### src/rtl/fp_div32_seq.sv
// Multi-cycle IEEE-754 single-precision divider with start/busy/done handshake.
// Restoring division develops one quotient bit per cycle; results truncate toward zero.
module fp_div32_seq #(
  parameter int QBITS = 25
) (
  input  logic        clk,
  input  logic        reset,
  input  logic        start,
  input  logic [31:0] a,
  input  logic [31:0] b,
  output logic        busy,
  output logic        done,
  output logic [31:0] result,
  output logic [3:0]  flags
);

  typedef enum logic [1:0] {IDLE, UNPACK, DIV, PACK} state_t;

  localparam int          CW   = $clog2(QBITS);
  localparam logic [31:0] QNAN = 32'h7FC0_0000;

  state_t state, state_next;

  logic [31:0]      a_q, b_q;
  logic             sign_q;
  logic [7:0]       ea_q, eb_q;
  logic [23:0]      mb_q;
  logic [25:0]      rem_q;
  logic [QBITS-1:0] quo_q;
  logic [CW-1:0]    cnt_q;
  logic             special_q, spec_ovf_q;
  logic [31:0]      spec_res_q;

  // Operand decode straight from the captured operand registers
  logic [7:0]  ea_u, eb_u;
  logic [23:0] ma_u, mb_u;
  logic        sign_u, a_zero, b_zero, a_inf, b_inf, a_nan, b_nan;

  assign sign_u = a_q[31] ^ b_q[31];
  assign ea_u   = a_q[30:23];
  assign eb_u   = b_q[30:23];
  assign ma_u   = {1'b1, a_q[22:0]};
  assign mb_u   = {1'b1, b_q[22:0]};
  // exp=0 covers both true zeros and subnormals, which are flushed to zero
  assign a_zero = (ea_u == 8'd0);
  assign b_zero = (eb_u == 8'd0);
  assign a_inf  = (ea_u == 8'hFF) && (a_q[22:0] == 23'd0);
  assign b_inf  = (eb_u == 8'hFF) && (b_q[22:0] == 23'd0);
  assign a_nan  = (ea_u == 8'hFF) && (a_q[22:0] != 23'd0);
  assign b_nan  = (eb_u == 8'hFF) && (b_q[22:0] != 23'd0);

  logic        special_u, spec_ovf_u;
  logic [31:0] spec_res_u;

  // NOTE: every always_comb output gets a default first so no latch is inferred.
  always_comb begin
    special_u  = 1'b1;
    spec_ovf_u = 1'b0;
    spec_res_u = {sign_u, 31'd0};
    if (a_nan || b_nan || (a_zero && b_zero) || (a_inf && b_inf)) begin
      spec_res_u = QNAN;
      spec_ovf_u = 1'b1;
    end else if (a_inf) begin
      spec_res_u = {sign_u, 8'hFF, 23'd0};
    end else if (b_zero) begin
      spec_res_u = {sign_u, 8'hFF, 23'd0};
      spec_ovf_u = 1'b1;
    end else if (!(a_zero || b_inf)) begin
      special_u  = 1'b0;
    end
  end

  // One restoring step; the first step runs in UNPACK from the freshly decoded mantissas
  logic [25:0] rem_cur, div_cur, rem_diff, rem_next;
  logic        qbit;

  always_comb begin
    rem_cur  = (state == UNPACK) ? {2'b00, ma_u} : rem_q;
    div_cur  = (state == UNPACK) ? {2'b00, mb_u} : {2'b00, mb_q};
    qbit     = (rem_cur >= div_cur);
    rem_diff = rem_cur - div_cur;
    rem_next = qbit ? (rem_diff << 1) : (rem_cur << 1);
  end

  logic signed [9:0] exp_p;
  logic [22:0]       man_p;
  logic              inexact_p, carry_p, ovf_p;
  logic [31:0]       res_p;
  logic [3:0]        flags_p;

  always_comb begin
    exp_p     = $signed({2'b00, ea_q}) - $signed({2'b00, eb_q}) + 10'sd126
              + $signed({9'd0, quo_q[QBITS-1]});
    man_p     = quo_q[QBITS-1] ? quo_q[QBITS-2:1] : quo_q[QBITS-3:0];
    inexact_p = (rem_q != 26'd0) || (quo_q[QBITS-1] && quo_q[0]);
    res_p     = {sign_q, exp_p[7:0], man_p};
    carry_p   = inexact_p;
    ovf_p     = 1'b0;
    if (special_q) begin
      res_p   = spec_res_q;
      carry_p = 1'b0;
      ovf_p   = spec_ovf_q;
    end else if (exp_p >= 10'sd255) begin
      res_p   = {sign_q, 8'hFF, 23'd0};
      ovf_p   = 1'b1;
    end else if (exp_p <= 10'sd0) begin
      res_p   = {sign_q, 31'd0};
      carry_p = 1'b1;
    end
    flags_p = {res_p[31], (res_p[30:0] == 31'd0), carry_p, ovf_p};
  end

  always_comb begin
    state_next = state;
    unique case (state)
      IDLE:    if (start) state_next = UNPACK;
      UNPACK:  state_next = special_u ? PACK : DIV;
      DIV:     if (cnt_q == CW'(QBITS - 1)) state_next = PACK;
      PACK:    state_next = IDLE;
      default: state_next = IDLE;
    endcase
  end

  // NOTE: sequential state uses non-blocking assignments so all registers update together.
  always_ff @(posedge clk or negedge reset) begin
    if (!reset) state <= IDLE;
    else        state <= state_next;
  end

  always_ff @(posedge clk or negedge reset) begin
    if (!reset) begin
      a_q        <= '0;
      b_q        <= '0;
      sign_q     <= 1'b0;
      ea_q       <= '0;
      eb_q       <= '0;
      mb_q       <= '0;
      rem_q      <= '0;
      quo_q      <= '0;
      cnt_q      <= '0;
      special_q  <= 1'b0;
      spec_ovf_q <= 1'b0;
      spec_res_q <= '0;
      result     <= '0;
      flags      <= '0;
      done       <= 1'b0;
    end else begin
      done <= 1'b0;
      unique case (state)
        IDLE: if (start) begin
          a_q <= a;
          b_q <= b;
        end
        UNPACK: begin
          sign_q     <= sign_u;
          ea_q       <= ea_u;
          eb_q       <= eb_u;
          mb_q       <= mb_u;
          special_q  <= special_u;
          spec_ovf_q <= spec_ovf_u;
          spec_res_q <= spec_res_u;
          rem_q      <= rem_next;
          quo_q      <= {{(QBITS-1){1'b0}}, qbit};
          cnt_q      <= CW'(1);
        end
        DIV: begin
          rem_q <= rem_next;
          quo_q <= {quo_q[QBITS-2:0], qbit};
          cnt_q <= cnt_q + CW'(1);
        end
        PACK: begin
          result <= res_p;
          flags  <= flags_p;
          done   <= 1'b1;
          cnt_q  <= '0;
        end
        default: ;
      endcase
    end
  end

  assign busy = (state != IDLE);

endmodule

### config.mk
export PLATFORM = sky130hd
export DESIGN_NAME = fp_div32_seq
export DESIGN_NICKNAME = d
export VERILOG_FILES = /design/src/rtl/fp_div32_seq.sv
export SDC_FILE = /design/constraint.sdc
export NUM_CORES = 1
export LEC_CHECK = 0
export ABC_AREA = 1
export BUFFER_PORTS_ARGS = -buffer_cell sky130_fd_sc_hd__buf_2
export CAP_MARGIN = 20
export CORE_UTILIZATION = 38
export CTS_CLUSTER_DIAMETER = 100
export DETAILED_ROUTE_END_ITERATION = 12
export GPL_TIMING_DRIVEN = 0
export PLACE_DENSITY_LB_ADDON = 0.1
export SETUP_SLACK_MARGIN = 0.3
export SLEW_MARGIN = 20
export SYNTH_ARGS = -nofsm -noshare
export SYNTH_HDL_FRONTEND = slang
export SYNTH_SLANG_ARGS = --single-unit
### constraint.sdc
create_clock -name clk -period 6.91 [get_ports clk]
set_input_delay 0.3455 -clock clk [delete_from_list [all_inputs] [get_ports clk]]
set_output_delay 0.3455 -clock clk [all_outputs]
set_load 0.005 [all_outputs]
==> flow_summary.toml <==
[finish]
nets = 1656
n_fill_cell = 2991
layout-drive-gt1-share_pct = 13.00
diodes = 0
syn_to_final_growth_pct = 16.75

[synth]
synth.area.top_cells = "dfrtp_1 46%, nand2_1 9.0%, inv_1 6.5%"
synth_area_per_cell_sq_um = 7.885
ys_seq_area_share_pct = 45.63
ys_ff_latch = 203
synth_edf_count = 0
ys_types = 46
synth.largest_area_cell = "dfrtp_1"
yosys.area.top_type_share_pct = 45.63
netlist_instances = 1412
yosysWarnings = 0
syn-num-nets = 1522
ys.flop_type = "dfrtp_1"
async_reset_ff_share_pct = 100.0
syn-cell-area_sq_mm = 0.01113

[place]
place_ws_ps = 2031
gp_congestion = 0.9193
portBuffers = 104
dp_hpwl_um = 23270

[sta]
fin_worst_skew_ps = 14.30
worst_slack_ps = 2010
tightest_slew_ps = 849.8
max_slew_margin_pct = 43.35
hold_viol = 0
setup_tns_ps = 0
rsz0062_at_grt = "false"
setup_violations = 0
fin_crit_ps = 4900
min_period_over_period_pct = 70.91
holdWs_ps = 71.43
maxSlewViolCount = 0
max_freq_mhz = 204.1

[global_route]
track_usage_pct = 20.63
overflow = 0
grt_max_degree = 87
antenna_found_initial = 0
grt_pass1_vias = 9715
grt_pass1_wl_um = 49910

[routing]
ant_nets = 0
avgViaCountPerCell = 4.978
post-route-drc-count = 0
route.vias.total = 9687
drt_wl_total_um = 30450
wl_per_cell_um = 15.64
first_pass_iters = 5
drt_iter0_drc = 472

[floorplan]
start_util_pct = 38.68
core_area_sq_mm = 0.02878
num_rows = 62
die_height_um = 173.2
dieArea_sq_mm = 0.02999
num_io_pins = 105
dieWidth_um = 173.2

[setup_path]
cp.required_ps = 7360
critical_path_buf_inv_count = 7
end_kind = "flop"
timing.critical_path.fanout_max = 10
crit_path_start_kind = "flop"
max_stage_delay_ps = 510
critPathTopFamily = "buffers and inverters"
crit_chain = "inv_1 -> ha_1 -> clkbuf_1 -> clkbuf_1 -> clkbuf_1 -> nand2_1 -> o21ai_0 -> inv_1 -> fa_1 -> nor2_1 -> nor3_1 -> o21ai_1 -> nand2_1 -> nand2_1 -> inv_1 -> o21ai_1 -> nand3_1 -> nand3_2 -> clkbuf_1 -> o21ai_0 -> nand2_1"
critPathKind = "reg -> reg"
worstPathArrival_ps = 5350
crit_slowest_cell = "clkbuf_1"

[cts]
clock_path_buffers = 3
cts.sinks = 203
h-tree-depth = 1
clk_pin_slew_ps = 60
ctsResizeCount = 0
post-cts-setup-buffer-count = 0
cts_tree = "done"
clock-root-buffer = "clkbuf_16"
cts_buffers = 25
clk_latency_ps = 520

[job]
drv_cap = 0

[worst_hold_path]
hp-class = "in -> reg"

[outcome]
status = "completed"
[worst reg2reg max path: stages (launching register included)]
cell and delay (ps):
dfrtp_1 400, inv_1 140, ha_1 170, clkbuf_1 330
clkbuf_1 510, clkbuf_1 380, nand2_1 100, o21ai_0 160
inv_1 150, fa_1 450, nor2_1 120, nor3_1 70
o21ai_1 280, nand2_1 80, nand2_1 150, inv_1 80
o21ai_1 280, nand3_1 150, nand3_2 190, clkbuf_1 380
o21ai_0 180, nand2_1 90
[area by class of cell]
type	instances	area (sq um)	share of cell area, %
clock buffers	35	713.2	5.487
flip-flops and latches	203	5080	39.08
plain buffers	61	251.5	1.935
clock inverters	8	75.07	0.5776
repair buffers	107	595.6	4.582
well taps	384	480.5	3.697
multi-input cells	952	5066	38.98
inverters	196	735.7	5.660
[registers in the layout (all words and copies together), names as in the netlist, 3 cells and up]
name / count
mb_q: 24
rem_q: 25
cnt_q: 5
result: 32
eb_q: 8
quo_q: 25
flags: 3
a_q: 32
spec_res_q: 3
b_q: 32
ea_q: 8
[layer usage]
layer  routed length [um]  share of wire, %  global-route usage [%]
met2                14810                49                   36.14
met1                13920                46                   26.85
met5                    0                 0                       0
met3                  959               3.1                   2.375
met4                  750               2.5                   5.789
[placed cells by master, fill, tap and decap left out, drive strengths merged, types with 5 or more instances in the layout]
cell type,Yosys,final
nand2,285,285
dfrtp,203,203
inv,196,198
o21ai,147,147
a21oi,133,133
nor2,133,133
buf,12,118
clkbuf,49,84
nand3,67,67
ha,41,41
o22ai,25,25
nand4,24,24
nor4,13,13
xnor2,13,13
xor2,12,12
a31oi,10,10
mux2,8,8
nor3,7,7
a21o,5,5
o41ai,5,5
clkinv,0,5
or2,5,5
[cell families (layout without fill, tap and decap cells)]
| logic type | Yosys count | count (layout) | synth area share, % |
|---|---|---|---|
| AO/OA/AOI/OAI | 339 | 339 | 16.37 |
| XOR/XNOR | 25 | 25 | 1.967 |
| adder cells (fa/ha/maj) | 43 | 43 | 4.967 |
| buffers and inverters | 257 | 407 | 8.867 |
| flip-flops | 203 | 203 | 45.63 |
| multiplexers | 8 | 8 | 0.8092 |
| AND/OR/NAND/NOR | 537 | 537 | 21.39 |
[synth_stat cells, types with 4 or more instances]
library cell	instances
mux2_2	8
nor2_1	127
o41ai_1	5
xnor2_1	13
nand4_1	24
dfrtp_1	203
nand3_2	7
or2_2	4
nand2_1	266
nand3_1	59
xor2_1	12
buf_1	5
inv_1	193
o21ai_0	144
nand2_2	15
nor3_1	7
a21o_1	5
nor4_1	13
o22ai_1	25
a21oi_1	131
clkbuf_1	49
ha_1	41
a31oi_1	10
[repair_timing]
action	4_1_cts	5_1_grt
hold endpoints to repair	41	0
hold buffers	1	0
endpoints found under the setup margin	0	0
[path summary, 6_finish.rpt]
| kind | end | from | cells after the start | slack [ps] |
|---|---|---|---|---|
| worst max register to register | rem_q[5] | state[1] | 21 | 2010 |
| worst min register to register | mb_q[23] | mb_q[23] | 2 | 450 |
| min in group asynchronous | result[25] | reset | 2 | 320 |
| worst max-delay path | rem_q[5] | state[1] | 21 | 2010 |
| max in group asynchronous | rem_q[25] | reset | 3 | 5840 |
| worst min-delay path | a_q[31] | a[31] | 2 | 70 |
[through the flow]
stage | std cells | area [sq um] | util, %
2_1_floorplan | 1412 | 11130 | -
3_3_place_gp | 1900 | 12130 | 42.16
3_5_place_dp | 1902 | 12200 | 42.39
4_1_cts | 1946 | 13000 | 45.16
5_1_grt | 1946 | 13000 | 45.16
6_report | 1946 | 13000 | 45.16
Power is left out: the tool's default activity adds up to more than one toggle a clock period on the data nets, which glitch-free logic cannot reach.
